## src/rtl/led_chase_seq_if.sv

```systemverilog
// led_chase_seq_if: control inputs and duty outputs shared by the sequencer and the PWM stages
interface led_chase_seq_if #(
    parameter int CHANNELS = 8,
    parameter int DUTY_W   = 8
);
    logic                       enable;
    logic                       pwm_period_end;
    logic [CHANNELS*DUTY_W-1:0] duty;
    logic                       duty_update;
    logic [2:0]                 state;
    modport master (output enable, pwm_period_end, input duty, duty_update, state);
    modport slave  (input enable, pwm_period_end, output duty, duty_update, state);
endinterface

```

## src/rtl/led_chase_seq.sv

```systemverilog
// led_chase_seq: breathing-level ramp/hold FSM whose level is shifted down a per-channel duty chain
module led_chase_seq #(
    parameter int CHANNELS   = 8,
    parameter int DUTY_W     = 8,
    parameter int STEP_DIV   = 16,
    parameter int STEP_SIZE  = 8,
    parameter int HOLD_STEPS = 4
) (
    input  logic           clk,
    input  logic           rst_n,
    led_chase_seq_if.slave bus
);
    localparam logic [DUTY_W-1:0] MAX       = '1;
    localparam logic [DUTY_W-1:0] STEP      = DUTY_W'(STEP_SIZE);
    localparam int                PW        = STEP_DIV > 1 ? $clog2(STEP_DIV) : 1;
    localparam int                HW        = HOLD_STEPS > 1 ? $clog2(HOLD_STEPS) : 1;
    localparam logic [PW-1:0]     PRE_LAST  = PW'(STEP_DIV - 1);
    localparam logic [HW-1:0]     HOLD_LAST = HW'(HOLD_STEPS > 0 ? HOLD_STEPS - 1 : 0);
    localparam bit                HOLDS     = HOLD_STEPS > 0;

    typedef enum logic [2:0] {
        IDLE      = 3'd0,
        RAMP_UP   = 3'd1,
        HOLD_HI   = 3'd2,
        RAMP_DOWN = 3'd3,
        HOLD_LO   = 3'd4
    } state_t;

    state_t            r_state;
    logic [DUTY_W-1:0] r_level;
    logic [PW-1:0]     r_pre;
    logic [HW-1:0]     r_hold_cnt;
    logic [DUTY_W-1:0] r_duty [CHANNELS];
    logic              r_duty_update;

    logic              w_step;
    logic              w_any_duty;
    logic [DUTY_W-1:0] w_new_level;
    logic [HW-1:0]     w_next_hold;
    state_t            w_next_state;

    assign w_step = bus.enable && r_state != IDLE && bus.pwm_period_end && r_pre == PRE_LAST;

    // Next level/state/hold count that a step event would apply; saturates instead of wrapping
    always_comb begin
        w_next_state = r_state;
        w_new_level  = r_level;
        w_next_hold  = r_hold_cnt;
        case (r_state)
            RAMP_UP: begin
                if (r_level > MAX - STEP) begin
                    w_new_level  = MAX;
                    w_next_hold  = '0;
                    w_next_state = HOLDS ? HOLD_HI : RAMP_DOWN;
                end else begin
                    w_new_level = r_level + STEP;
                end
            end
            RAMP_DOWN: begin
                if (r_level < STEP) begin
                    w_new_level  = '0;
                    w_next_hold  = '0;
                    w_next_state = HOLDS ? HOLD_LO : RAMP_UP;
                end else begin
                    w_new_level = r_level - STEP;
                end
            end
            HOLD_HI, HOLD_LO: begin
                if (r_hold_cnt == HOLD_LAST) begin
                    w_next_hold  = '0;
                    w_next_state = (r_state == HOLD_HI) ? RAMP_DOWN : RAMP_UP;
                end else begin
                    w_next_hold = r_hold_cnt + HW'(1);
                end
            end
            default: ;
        endcase
    end

    // Any channel nonzero decides whether a disable produces an update pulse
    always_comb begin
        w_any_duty = 1'b0;
        for (int c = 0; c < CHANNELS; c++) w_any_duty = w_any_duty | (|r_duty[c]);
    end

    // Sequencer state, prescaler and duty chain; disable overrides a coincident step
    always_ff @(posedge clk or negedge rst_n) begin
        if (!rst_n) begin
            r_state       <= IDLE;
            r_level       <= '0;
            r_pre         <= '0;
            r_hold_cnt    <= '0;
            r_duty_update <= 1'b0;
            for (int c = 0; c < CHANNELS; c++) r_duty[c] <= '0;
        end else if (!bus.enable) begin
            r_state       <= IDLE;
            r_level       <= '0;
            r_pre         <= '0;
            r_hold_cnt    <= '0;
            r_duty_update <= w_any_duty;
            for (int c = 0; c < CHANNELS; c++) r_duty[c] <= '0;
        end else if (r_state == IDLE) begin
            r_state       <= RAMP_UP;
            r_level       <= '0;
            r_pre         <= '0;
            r_hold_cnt    <= '0;
            r_duty_update <= 1'b0;
        end else begin
            r_duty_update <= w_step;
            if (bus.pwm_period_end) r_pre <= w_step ? '0 : r_pre + PW'(1);
            if (w_step) begin
                r_state    <= w_next_state;
                r_level    <= w_new_level;
                r_hold_cnt <= w_next_hold;
                r_duty[0]  <= w_new_level;
                for (int c = 1; c < CHANNELS; c++) r_duty[c] <= r_duty[c-1];
            end
        end
    end

    for (genvar c = 0; c < CHANNELS; c++) begin : g_duty
        assign bus.duty[c*DUTY_W +: DUTY_W] = r_duty[c];
    end

    assign bus.duty_update = r_duty_update;
    assign bus.state       = r_state;
endmodule

```

## src/flat_wrapper.sv

```systemverilog
// flat-port wrapper written by rule: the top's interface ports become plain ports
module led_chase_seq_flat 
#(
    parameter int CHANNELS   = 8,
    parameter int DUTY_W     = 8,
    parameter int STEP_DIV   = 16,
    parameter int STEP_SIZE  = 8,
    parameter int HOLD_STEPS = 4
)
  (clk, rst_n, bus_enable, bus_pwm_period_end, bus_duty, bus_duty_update, bus_state);
  led_chase_seq_if #(.CHANNELS(CHANNELS), .DUTY_W(DUTY_W)) bus_i ();
  input  logic clk;
  input  logic rst_n;
  input wire logic [$bits(bus_i.enable)-1:0] bus_enable;
  input wire logic [$bits(bus_i.pwm_period_end)-1:0] bus_pwm_period_end;
  output wire logic [$bits(bus_i.duty)-1:0] bus_duty;
  output wire logic [$bits(bus_i.duty_update)-1:0] bus_duty_update;
  output wire logic [$bits(bus_i.state)-1:0] bus_state;
  assign bus_i.enable = bus_enable;
  assign bus_i.pwm_period_end = bus_pwm_period_end;
  assign bus_duty = bus_i.duty;
  assign bus_duty_update = bus_i.duty_update;
  assign bus_state = bus_i.state;
  led_chase_seq #(.CHANNELS(CHANNELS), .DUTY_W(DUTY_W), .STEP_DIV(STEP_DIV), .STEP_SIZE(STEP_SIZE), .HOLD_STEPS(HOLD_STEPS)) u_core (.clk(clk), .rst_n(rst_n), .bus(bus_i));
endmodule
```

## config.mk

```make
export PLATFORM = sky130hd
export DESIGN_NAME = led_chase_seq_flat
export DESIGN_NICKNAME = d
export VERILOG_FILES = /design/src/rtl/led_chase_seq_if.sv /design/src/rtl/led_chase_seq.sv /design/src/flat_wrapper.sv
export SDC_FILE = /design/constraint.sdc
export NUM_CORES = 1
export LEC_CHECK = 0
export BUFFER_PORTS_ARGS = -buffer_cell sky130_fd_sc_hd__buf_4
export CAP_MARGIN = 20
export CORE_AREA = 10 10 161 88
export DETAILED_ROUTE_END_ITERATION = 6
export DIE_AREA = 0 0 171 98
export GPL_ROUTABILITY_DRIVEN = 0
export SYNTH_ARGS = -nofsm -noshare
export SYNTH_HDL_FRONTEND = slang
export SYNTH_SLANG_ARGS = --single-unit
```

## constraint.sdc

```tcl
create_clock -name clk -period 2.55 [get_ports clk]
set_input_delay 0 -clock clk [delete_from_list [all_inputs] [get_ports clk]]
set_output_delay 0 -clock clk [all_outputs]
set_load 0.1 [all_outputs]
```

==> metrics.md <==
| Metric | Value |
|---|---|
| IO Count | `around 70` |
| Drt first-iter violations | `about 300` |
| Share of post-route cells with drive strength above 1 | `a little over a fifth` |
| Slew Limit Fails | `0` |
| Clock Power Share | `roughly half` |
| #FFs+latches synth | `82` |
| Count of cell types in the netlist | `50` |
| Nets@finish | `about 490` |
| Final setup TNS | `0 ns` |
| Mapped Area | `around 3900 um2` |
| CTS tree | `done` |
| Sequential share of the synthesized area | `between 50% and 60%` |
| Reg2Reg Launch Point | `u_core.bus.state[1]$_DFFE_PN0P_` |
| RSZ-0062 raised after global routing | `false` |
| Post-synthesis cell count | `413` |
| Vias in the first global route | `3283` |
| Drc violations | `0` |
| Clock tree sinks | `82` |
| H-tree Lvls | `3` |
| Fin crit share | `between 80 and 90%` |
| Max Cap Viol | `0` |
| Die W | `approximately 170 um` |
| First-pass GRT wire length | `18630 um` |
| Total routed wirelength | `11820 um` |
| Postcts setup bufs | `0` |
| R2R depth | `5` |
| Yosys warning count | `0` |
| Int Power | `roughly 2.2 mW` |
| Sw Ratio | `between 20 and 25%` |
| DP Worst Slack | `approximately 0.34 ns` |
| PortBufs | `between 70 and 80` |
| Reg2reg setup slack | `approximately 0.26 ns` |
| Slew headroom | `57.23%` |
| Setup CP Type | `flip-flop to flip-flop` |
| Fin area | `between 4000 and 5000 um2` |
| Detailed-route via count | `roughly 3.3k` |
| CTS Buffer Depth | `2` |
| Placed wire-length estimate | `8475 um` |
| Critical path arrival | `roughly 2.6 ns` |
| Post-Syn Area per Cell | `between 9 and 10 um2` |
| Die Height | `98 um` |
| Count of final setup violators | `0` |
| Number of synthesized flops with an enable pin | `0` |
| # diodes | `0` |
| Tightest Pin Transition | `~0.63 ns` |
| Post-route ant nets | `0` |
| Critical Path Start Type | `flip-flop` |
| Worst Skew | `around 0.0053 ns` |
| Hold slack | `~0.10 ns` |
| Maximum clock frequency | `around 0.44 GHz` |
| Clock latency at the later pin of the worst-skew pair | `0.34 ns` |
| Power per Cell Area | `557.4 nW/um2` |
| Syn nets | `421` |
| Routed length per instance | `between 15 and 20 um` |
| Initial antenna violation count | `0` |
| Total CTS buffers | `9` |
| Comb power frac | `about 3.6%` |
| Core area | `11490 um2` |
| Total gr overflow | `0` |
| Vias/cell | `5.235` |
| Final setup margin | `approximately 0.26 ns` |
| Final Hold Fails | `0` |
| Clock-pin slew on the worst setup and hold paths | `roughly 0.060 ns` |
| Root Driver | `clkbuf_16` |
| Worst reg2reg path endpoint | `u_core.bus.duty[5]$_DFFE_PN0P_` |
| Worst vdd ir | `261.2 uV` |
| Psw | `around 0.57 mW` |
| Total Routing Usage GR | `between 10% and 20%` |
| LEAKAGE | `about 2.3 nW` |
| Sequential share of power | `around 48%` |
| Main flop type after synthesis | `dfrtp_1` |
| Initial core utilization | `approximately a third` |
| Outcome | `complete, no violations` |
| Drt pass-1 iters | `4` |
| Total die area | `about 17000 um2` |
| Synth async-reset ratio | `between 90% and 100%` |
| Critical Path Sink Type | `flip-flop` |
| Min Tclk post-route | `2.287 ns` |
| Layout area overhead | `25.20%` |
| WP data required | `about 2.8 ns` |
| DP Area | `between 4000 and 5000 um2` |
| Rows | `28` |
| Hold crit path type | `primary input to async pin` |
| Largest net degree at the start of global routing | `between 80 and 90` |
| CP Max Fanout | `20` |
==> how the worst max path moves through the flow <==
| stage | startpoint | to | slack [ns] |
|---|---|---|---|
| floorplan | u_core.bus.state[1]$_DFFE_PN0P_ | u_core.r_hold_cnt[0]$_DFFE_PN0P_ | 0.15 |
| finish | u_core.bus.state[1]$_DFFE_PN0P_ | u_core.bus.duty[5]$_DFFE_PN0P_ | 0.26 |
| detailed placement | u_core.bus.state[1]$_DFFE_PN0P_ | u_core.bus.duty[5]$_DFFE_PN0P_ | 0.34 |
| global placement | u_core.bus.state[1]$_DFFE_PN0P_ | u_core.r_level[5]$_DFFE_PN0P_ | 0.43 |
| global route | u_core.bus.state[1]$_DFFE_PN0P_ | u_core.bus.duty[5]$_DFFE_PN0P_ | 0.001 |
| CTS | u_core.bus.state[1]$_DFFE_PN0P_ | u_core.bus.duty[5]$_DFFE_PN0P_ | 0.31 |
==> layout make-up <==
type | count | area, um2
multi-input cells | 298 | 1697
repair buffers | 80 | 640.6
clock inverters | 2 | 35.03
well taps | 150 | 187.7
clock buffers | 13 | 270.3
flip-flops and latches | 82 | 2052
inverters | 6 | 22.52
fillers | 1156 | 6586
==> Yosys cell counts, types with 3 or more instances <==
cell type  instances  area share, %
nand2_1          122             12
dfrtp_1           82             52
a21boi_1          39            7.5
a21boi_0          18            3.4
nor2_1            17            1.6
nor4_1            16            2.6
clkbuf_1          12            1.1
o21ai_0           12            1.5
a21oi_1           11            1.4
buf_2              7           0.89
a21o_1             6            1.1
inv_1              6           0.57
nand4_1            6           0.96
buf_6              5            1.4
a22o_1             4           0.89
ha_1               4            1.3
nand3_1            4           0.51
nor3_1             3           0.38
==> power groups by stage <==
stage	logic (mW)	registers [mW]	clock network, mW
4_1_cts	0.0949	1.31	1.36
3_5_place_dp	0.0909	1.33	0
5_1_grt	0.108	1.31	1.41
6_report	0.0978	1.31	1.33
3_3_place_gp	0.0896	1.33	0
2_1_floorplan	0.0428	1.34	0
==> critical path: stages, from the launching register on <==
cell       delay (ns)
dfrtp_1          0.72
o31ai_4          0.21
nor2_4           0.45
nand2b_1         0.16
a2111oi_0        0.51
a21o_1           0.15
==> registers in the layout, summed over array words and instances (netlist names) <==
name                    cells
u_core.bus.state            3
u_core.r_pre                4
u_core.r_hold_cnt           2
u_core.bus.duty            64
u_core.r_level              8
u_core.bus.duty_update      1
==> per-layer routing <==
metal,global-route usage [%],part of all wire [%],vias up,wire (um)
li1,-,-,1560,-
met1,20.62,51,1632,6081
met2,18.72,40,104,4747
met3,5.102,7.5,7,882
met4,3.721,0.88,0,104
met5,0,0,-,0
==> cell families after synthesis <==
| logic type | Yosys count | synth area share [%] |
|---|---|---|
| XOR/XNOR | 3 | 0.6708 |
| flip-flops | 82 | 52.38 |
| buffers and inverters | 33 | 4.503 |
| AND/OR/NAND/NOR | 182 | 20.60 |
| adder cells (fa/ha/maj) | 5 | 1.533 |
| multiplexers | 1 | 0.2555 |
| AO/OA/AOI/OAI | 107 | 20.06 |
==> layout by cell type (no fill, tap or decap), types with 9 or more instances in the layout <==
master	n
a21boi_0	18
a21boi_1	39
nor2_1	16
clkbuf_16	9
nor4_1	16
dfrtp_1	82
a21oi_1	11
buf_4	75
o21ai_0	12
nand2_1	122
==> what timing repair did <==
item | in CTS | in global routing
endpoints found under the hold margin | 84 | 0
hold buffers | 3 | 0
resized for setup | 0 | 0
==> per-stage QoR <==
stage / utilization, % / std cells / total power [mW]
final: 42.68 / 631 / 2.734
after global routing: 42.68 / 631 / 2.829
after CTS: 42.44 / 630 / 2.761
after detailed placement: 39.53 / 612 / 1.421
after global placement: 39.53 / 612 / 1.420
after floorplan: - / 413 / 1.378
No activity file was read; power rests on OpenSTA's default activity.
